`src/rtl/best_match_sel.sv`:
```
// best_match_sel: pick best/second Hamming distance per query and apply threshold plus ratio tests
module best_match_sel #(
  parameter int IDX_W     = 10,
  parameter int MAX_DIST  = 64,
  parameter int RATIO_NUM = 4,
  parameter int RATIO_DEN = 5
) (
  input  logic             i_clk,
  input  logic             i_rst_n,
  input  logic             i_start,
  input  logic [IDX_W-1:0] i_cand_num,
  input  logic             i_ready,
  input  logic [15:0]      i_value,
  output logic             o_busy,
  output logic             o_ready,
  output logic [IDX_W-1:0] o_match_idx,
  output logic [15:0]      o_best_dist,
  output logic [15:0]      o_second_dist,
  output logic             o_match_valid
);
  localparam int RMAX = RATIO_NUM > RATIO_DEN ? RATIO_NUM : RATIO_DEN;
  localparam int PW = 17 + $clog2(RMAX);
  typedef enum logic [1:0] {IDLE, ACCUM, EVAL, DONE} state_t;
  state_t state, state_d;
  logic [IDX_W-1:0] cnt, num, idx;
  logic [15:0] best, second;
  logic [PW-1:0] lhs, rhs;
  logic acc, last, valid;
  assign acc = state == ACCUM && i_ready;
  assign last = cnt == num - 1'b1;
  assign lhs = PW'(best) * PW'(RATIO_DEN);
  assign rhs = PW'(second) * PW'(RATIO_NUM);
  assign valid = best <= 16'(MAX_DIST) && lhs < rhs;
  assign o_busy = state != IDLE;
  always_comb begin
    state_d = IDLE;
    if (state == IDLE)
      state_d = i_start ? (i_cand_num != '0 ? ACCUM : EVAL) : IDLE;
    else if (state == ACCUM)
      state_d = acc && last ? EVAL : ACCUM;
    else if (state == EVAL)
      state_d = DONE;
  end
  always_ff @(posedge i_clk or negedge i_rst_n) begin
    if (!i_rst_n) begin
      state <= IDLE;
      cnt <= '0;
      num <= '0;
      idx <= '0;
      best <= 16'hFFFF;
      second <= 16'hFFFF;
      o_ready <= 1'b0;
      o_match_idx <= '0;
      o_best_dist <= 16'hFFFF;
      o_second_dist <= 16'hFFFF;
      o_match_valid <= 1'b0;
    end else begin
      state <= state_d;
      o_ready <= state == EVAL;
      if (state == IDLE && i_start) begin
        cnt <= '0;
        num <= i_cand_num;
        idx <= '0;
        best <= 16'hFFFF;
        second <= 16'hFFFF;
      end
      if (acc) begin
        cnt <= cnt + 1'b1;
        if (i_value < best) begin
          second <= best;
          best <= i_value;
          idx <= cnt;
        end else if (i_value < second) begin
          second <= i_value;
        end
      end
      if (state == EVAL) begin
        o_match_idx <= idx;
        o_best_dist <= best;
        o_second_dist <= second;
        o_match_valid <= valid;
      end
    end
  end
endmodule
```
`config.mk`:
```
export PLATFORM = sky130hd
export DESIGN_NAME = best_match_sel
export DESIGN_NICKNAME = d
export VERILOG_FILES = /design/src/rtl/best_match_sel.sv
export SDC_FILE = /design/constraint.sdc
export NUM_CORES = 1
export LEC_CHECK = 0
export CAP_MARGIN = 5
export CORE_MARGIN = 1.5
export CORE_UTILIZATION = 52
export CTS_BUF_LIST = sky130_fd_sc_hd__clkbuf_8
export DETAILED_ROUTE_END_ITERATION = 8
export PLACE_DENSITY = 0.79
export REMOVE_ABC_BUFFERS = 1
export SLEW_MARGIN = 20
export SYNTH_ARGS = -nofsm -noshare
export SYNTH_HDL_FRONTEND = slang
export SYNTH_SLANG_ARGS = --single-unit
```
`constraint.sdc`:
```
create_clock -name i_clk -period 9.6 [get_ports i_clk]
set_input_delay 1.92 -clock i_clk [delete_from_list [all_inputs] [get_ports i_clk]]
set_output_delay 1.92 -clock i_clk [all_outputs]
set_load 0.03 [all_outputs]
```
# Word level (Yosys, flattened, before mapping)
# Index checks and enable logic that the tools add are counted.
[totals] register_bits=108 inputBits=30 out_inout_bits=45 word_cells=47
[classes] addsub=2 multipliers=1 n_lt_le_gt_ge=4 n_eq_ne=3 muxes=18 n_reduce_logical=8
[ops] cell="$mux W16" count=7
[ops] cell="$mux W10" count=5
[ops] cell="$lt A16 B16 Y1" count=2
[ops] cell="$lt A19 B18 Y1" count=1
[ops] cell="$mul A16 B3 Y19 const B" count=1
[ops] cell="$le A16 B7 Y1 const B" count=1
[ops] cell="$mux W2" count=6
[ops] cell="$add A10 B1 Y10 const B" count=1
[ops] cell="$eq A10 B10 Y1" count=1
[ops] cell="$reduce_bool A10 Y1" count=1
[ops] cell="$sub A10 B1 Y10 const B" count=1
[ops] cell="$logic_and A1 B1 Y1" count=4
[ops] cell="$reduce_bool A2 Y1" count=2
[ops] cell="$eq A2 B1 Y1 const B" count=1
[ops] cell="$eq A2 B2 Y1 const B" count=1
[ops] cell="$logic_not A2 Y1" count=1

# Longest topological paths before layout
[logic_depth] word_depth=6 depth_mapped=17

# Worst setup path before layout
# Ideal clock, no wire load.
[synth_path] path_type="input -> register" from="in i_value[9]" to="reg second[10]" setup_ns=0.088 t_arrival_ns=3.539 required_time_ns=9.512 path_slack_ns=5.974 path_stages=8 path_buffers=1 cell_sequence="ha_1 > a21oi_1 > o22ai_1 > o211ai_1 > a21boi_0 > o311a_2 > buf_6 > a221oi_2"
[synth_via] elab_chain_cells=4
[synth_rtl] item="from (decl)" line="13" text="input logic [15:0] i_value,"
[synth_rtl] item="$lt A16 B16 Y1" line="73" text="end else if (i_value < second) begin"
[synth_rtl] item="$mux W16" line="73"
[synth_rtl] item="$mux W16 *" line="69" text="if (i_value < best) begin"
[synth_rtl] item="$mux W16 *" line="67" text="if (acc) begin"
[synth_rtl] item="to (signal assigned)" line="70" text="second <= best;"
[synth_rtl] item="to (signal assigned)" line="74" text="second <= i_value;"
[synth_rtl] item="to (decl)" line="26" text="logic [15:0] best, second;"
# Every way passes the cells marked *; elsewhere a longest branch is shown, timed or not.
# A chain may end at the register's enable or synchronous reset.

# Worst setup path in the final report
[layout_path] from="in i_value[9]" to="reg second[2]"
# Same word-level chain as after synthesis.

==> summary.md <==
| Metric | Value |
|---|---|
| Final net count | `between 800 and 900` |
| Hold_sp | `o_best_dist[8]` |
| CP Cell Sequence | `clkdlybuf4s50_1 -> ha_1 -> and4_1 -> o2111ai_1 -> o211a_1 -> o21ai_4 -> buf_4 -> o311a_2 -> a221oi_1` |
| Final HPWL DP | `11.3 mm` |
| Die X | `115 µm` |
| Total CTS buffers | `9` |
| CP Capture Type | `register` |
| WL final | `15.2 mm` |
| Critical Setup Path Class | `in -> reg` |
| Final Total Pwr | `approximately 2.9 mW` |
| Hold Path Depth | `2` |
| # Post-CTS Setup Buffers | `0` |
| Buf+Inv Stages, Crit Path | `2` |
| Crit Reg-Reg Endpoint | `o_match_valid` |
| Area grow syn2layout | `16.3%` |
| Post_cts resized | `0` |
| Initial Util | `between 50% and 60%` |
| Mapped Cells | `approximately 680` |
| Number of diodes | `0` |
| Initial antenna violation count | `0` |
| Die area | `between 0.01 and 0.015 mm²` |
| CP max FO | `49` |
| Worst relative slew slack | `between 20% and 30%` |
| Vias per cell | `approximately 5.7` |
| WL per Instance | `~17 µm` |
| Clk Latency, worst-skew pair | `0.40 ns` |
| Final worst slack | `4.79 ns` |
| Critical Path Source Type | `primary input` |
| Hold WS | `~0.48 ns` |
| Via count | `roughly 5200` |
| Inst Count DP | `approximately 900` |
| First-pass GRT wire length | `about 25 mm` |
| Worst Clk Skew | `between 0.01 and 0.015 ns` |
| CTS tree | `built` |
| Commonest non-fill, non-tap cells in the layout | `ha_1, nand2_1, clkdlybuf4s50_1` |
| Placement Setup Slack | `about 4.4 ns` |
| Max incr delay on CP | `around 0.6 ns` |
| Clock Sinks | `~110` |
| Worst r2r src | `best[3]` |
| Most common cell after layout, fill and taps aside | `ha_1` |
| H-tree depth | `3` |
| Antenna Nets Post-Route | `0` |
| Leakage power | `3.45 nW` |
| Crit path max-delay family | `compound AO/OA/AOI/OAI gates` |
| Layout fillers | `approximately 1000` |
| # DRC | `0` |
| Pwr/cell area | `roughly 380 mW/mm²` |
| Grt ovf | `0` |
| Die Height | `about 120 µm` |
| Final Hold Vio Count | `0` |
| Clock transition at the registers of the reported paths | `around 0.12 ns` |
| Min Tclk post-route | `4.81 ns` |
| GR Util All Layers | `between 20 and 25%` |
| Fin. max-slew vios | `0` |
| Clk buf depth | `2` |
| Hold Path Sink | `o_best_dist[8]` |
| Peak VDD IR | `0.165 mV` |
| Achievable frequency | `~0.21 GHz` |
| Slew @ Worst Pin | `1.07 ns` |
| Boundary Pins | `75` |
| Setup violations, final | `0` |
| Hold/Removal Path Class | `reg -> reg` |
| Iter 0 DRT Violations | `roughly 380` |
| Largest net degree at the start of global routing | `76` |
| Max-Cap Viols | `0` |
| Vias in the first global route | `between 5000 and 6000` |
| Final GP Congestion | `0.866` |
| Post-synth EDFFs | `0` |
| Synthesized area | `between 0.006 and 0.007 mm²` |
| FF-to-FF setup slack | `roughly 5.3 ns` |
| Synth warn | `0` |
| Worst path arrival time | `between 5 and 6 ns` |
| Drt first pass iters | `5` |
| Synth cell types | `a little under 60` |
| Syn Area/Cell | `9.56 µm²` |
| Share of cells above drive strength 1 | `between 15 and 20%` |
| CTS Root Buffer Type | `clkbuf_8` |
| Port bufs | `between 70 and 80` |
| Sequential area share after synthesis | `42.6%` |
| Data required time of the critical path | `just under 10 ns` |
| Status | `completed` |
| Core area | `around 0.012 mm²` |
| Post-route insts no fill | `920` |
| Period utilization | `about half` |
| Num rows | `40` |
| RSZ-0062 raised after global routing | `false` |
| Synth Flop Type | `dfstp_2` |
| CTS Hold Buffers Added | `0` |
| FF-to-FF path depth | `17` |
| Slowest cell on crit path | `o311a_2` |
| Ys async rst share | `100%` |
| Flops & latches, synth | `approximately 110` |
| Setup TNS | `0 ns` |
## metal layers
metal	share of wire (%)	vias to the layer above	GRT usage, %	routed length [µm]
li1	-	2524	-	-
met5	0	-	0	0
met2	48	138	40.0	7280
met1	46	2537	32.2	6960
met3	4.2	26	3.95	642
met4	2.0	0	10.8	303
## final cells by class
type | instances | area [µm²] | area share (%)
tap | 168 | 210 | 2.76
sequential | 108 | 2780 | 36.6
timing repair buffer | 78 | 772 | 10.2
multi-input combinational | 481 | 3380 | 44.4
inverter | 69 | 259 | 3.41
clock inverter | 7 | 77.6 | 1.02
clock buffer | 9 | 124 | 1.63
## cells in the mapped netlist (4+ instances only)
library cell | instances | area (µm²)
a221oi_2 | 10 | 150
nand2_1 | 73 | 274
nor3_1 | 10 | 50.1
mux2_2 | 11 | 124
dfstp_2 | 64 | 1680
o21ai_0 | 71 | 355
ha_1 | 75 | 938
xnor2_1 | 20 | 175
nand3_1 | 23 | 115
nand2b_1 | 7 | 43.8
o211ai_1 | 4 | 30.0
dfrtp_1 | 44 | 1100
clkbuf_1 | 17 | 63.8
xor2_1 | 7 | 61.3
nor4_1 | 8 | 50.1
o21ai_1 | 28 | 140
nand4_1 | 6 | 37.5
a21o_1 | 9 | 67.6
a21oi_1 | 24 | 120
a31oi_1 | 6 | 37.5
nor2_1 | 34 | 128
inv_1 | 69 | 259
a221oi_1 | 7 | 61.3
## metrics by stage
step / instance area (µm²) / utilization [%]
2_1_floorplan: 6410 / -
3_3_place_gp: 7390 / 60.8
3_5_place_dp: 7390 / 60.8
4_1_cts: 7590 / 62.4
5_1_grt: 7600 / 62.5
6_report: 7600 / 62.5
## tightest hold or removal path: stages (launching register included)
cell and delay (ns):
dfstp_2 0.38, nand2_1 0.04, o21ai_0 0.06
## state kept, by name, indices dropped and copies added, names as in the netlist, 2 cells and up
| register | cells |
|---|---|
| num | 10 |
| state | 2 |
| o_best_dist | 16 |
| o_match_idx | 10 |
| cnt | 10 |
| o_second_dist | 16 |
| best | 16 |
| idx | 10 |
| second | 16 |
## how the worst max path moves through the flow
stage | cells past startpoint | to | slack, ns | startpoint
CTS | 9 | second[2] | 4.82 | i_value[9]
global route | 9 | second[2] | 4.55 | i_value[10]
floorplan | 7 | second[0] | 4.71 | i_value[11]
detailed placement | 9 | second[2] | 4.40 | i_value[9]
finish | 9 | second[2] | 4.79 | i_value[9]
global placement | 9 | second[4] | 4.57 | i_value[11]
## cells by family after synthesis
family                     share of synthesized area (%)
and+or+nand+nor                                     13.6
AOI/OAI and AO/OA                                   17.7
DFF                                                 42.6
buffers and inverters                               5.95
adders and majority gates                           14.7
xor gates and xnor gates                            3.62
muxes                                               1.89
## power breakdown
| group | leakage [nW] | total [mW] | switching [mW] | internal [mW] |
|---|---|---|---|---|
| clock | 0.104 | 0.286 | 0.182 | 0.104 |
| combinational | 2.09 | 1.73 | 0.985 | 0.746 |
| sequential | 1.25 | 0.852 | 0.152 | 0.700 |
Power figures use the tool's default switching activity.
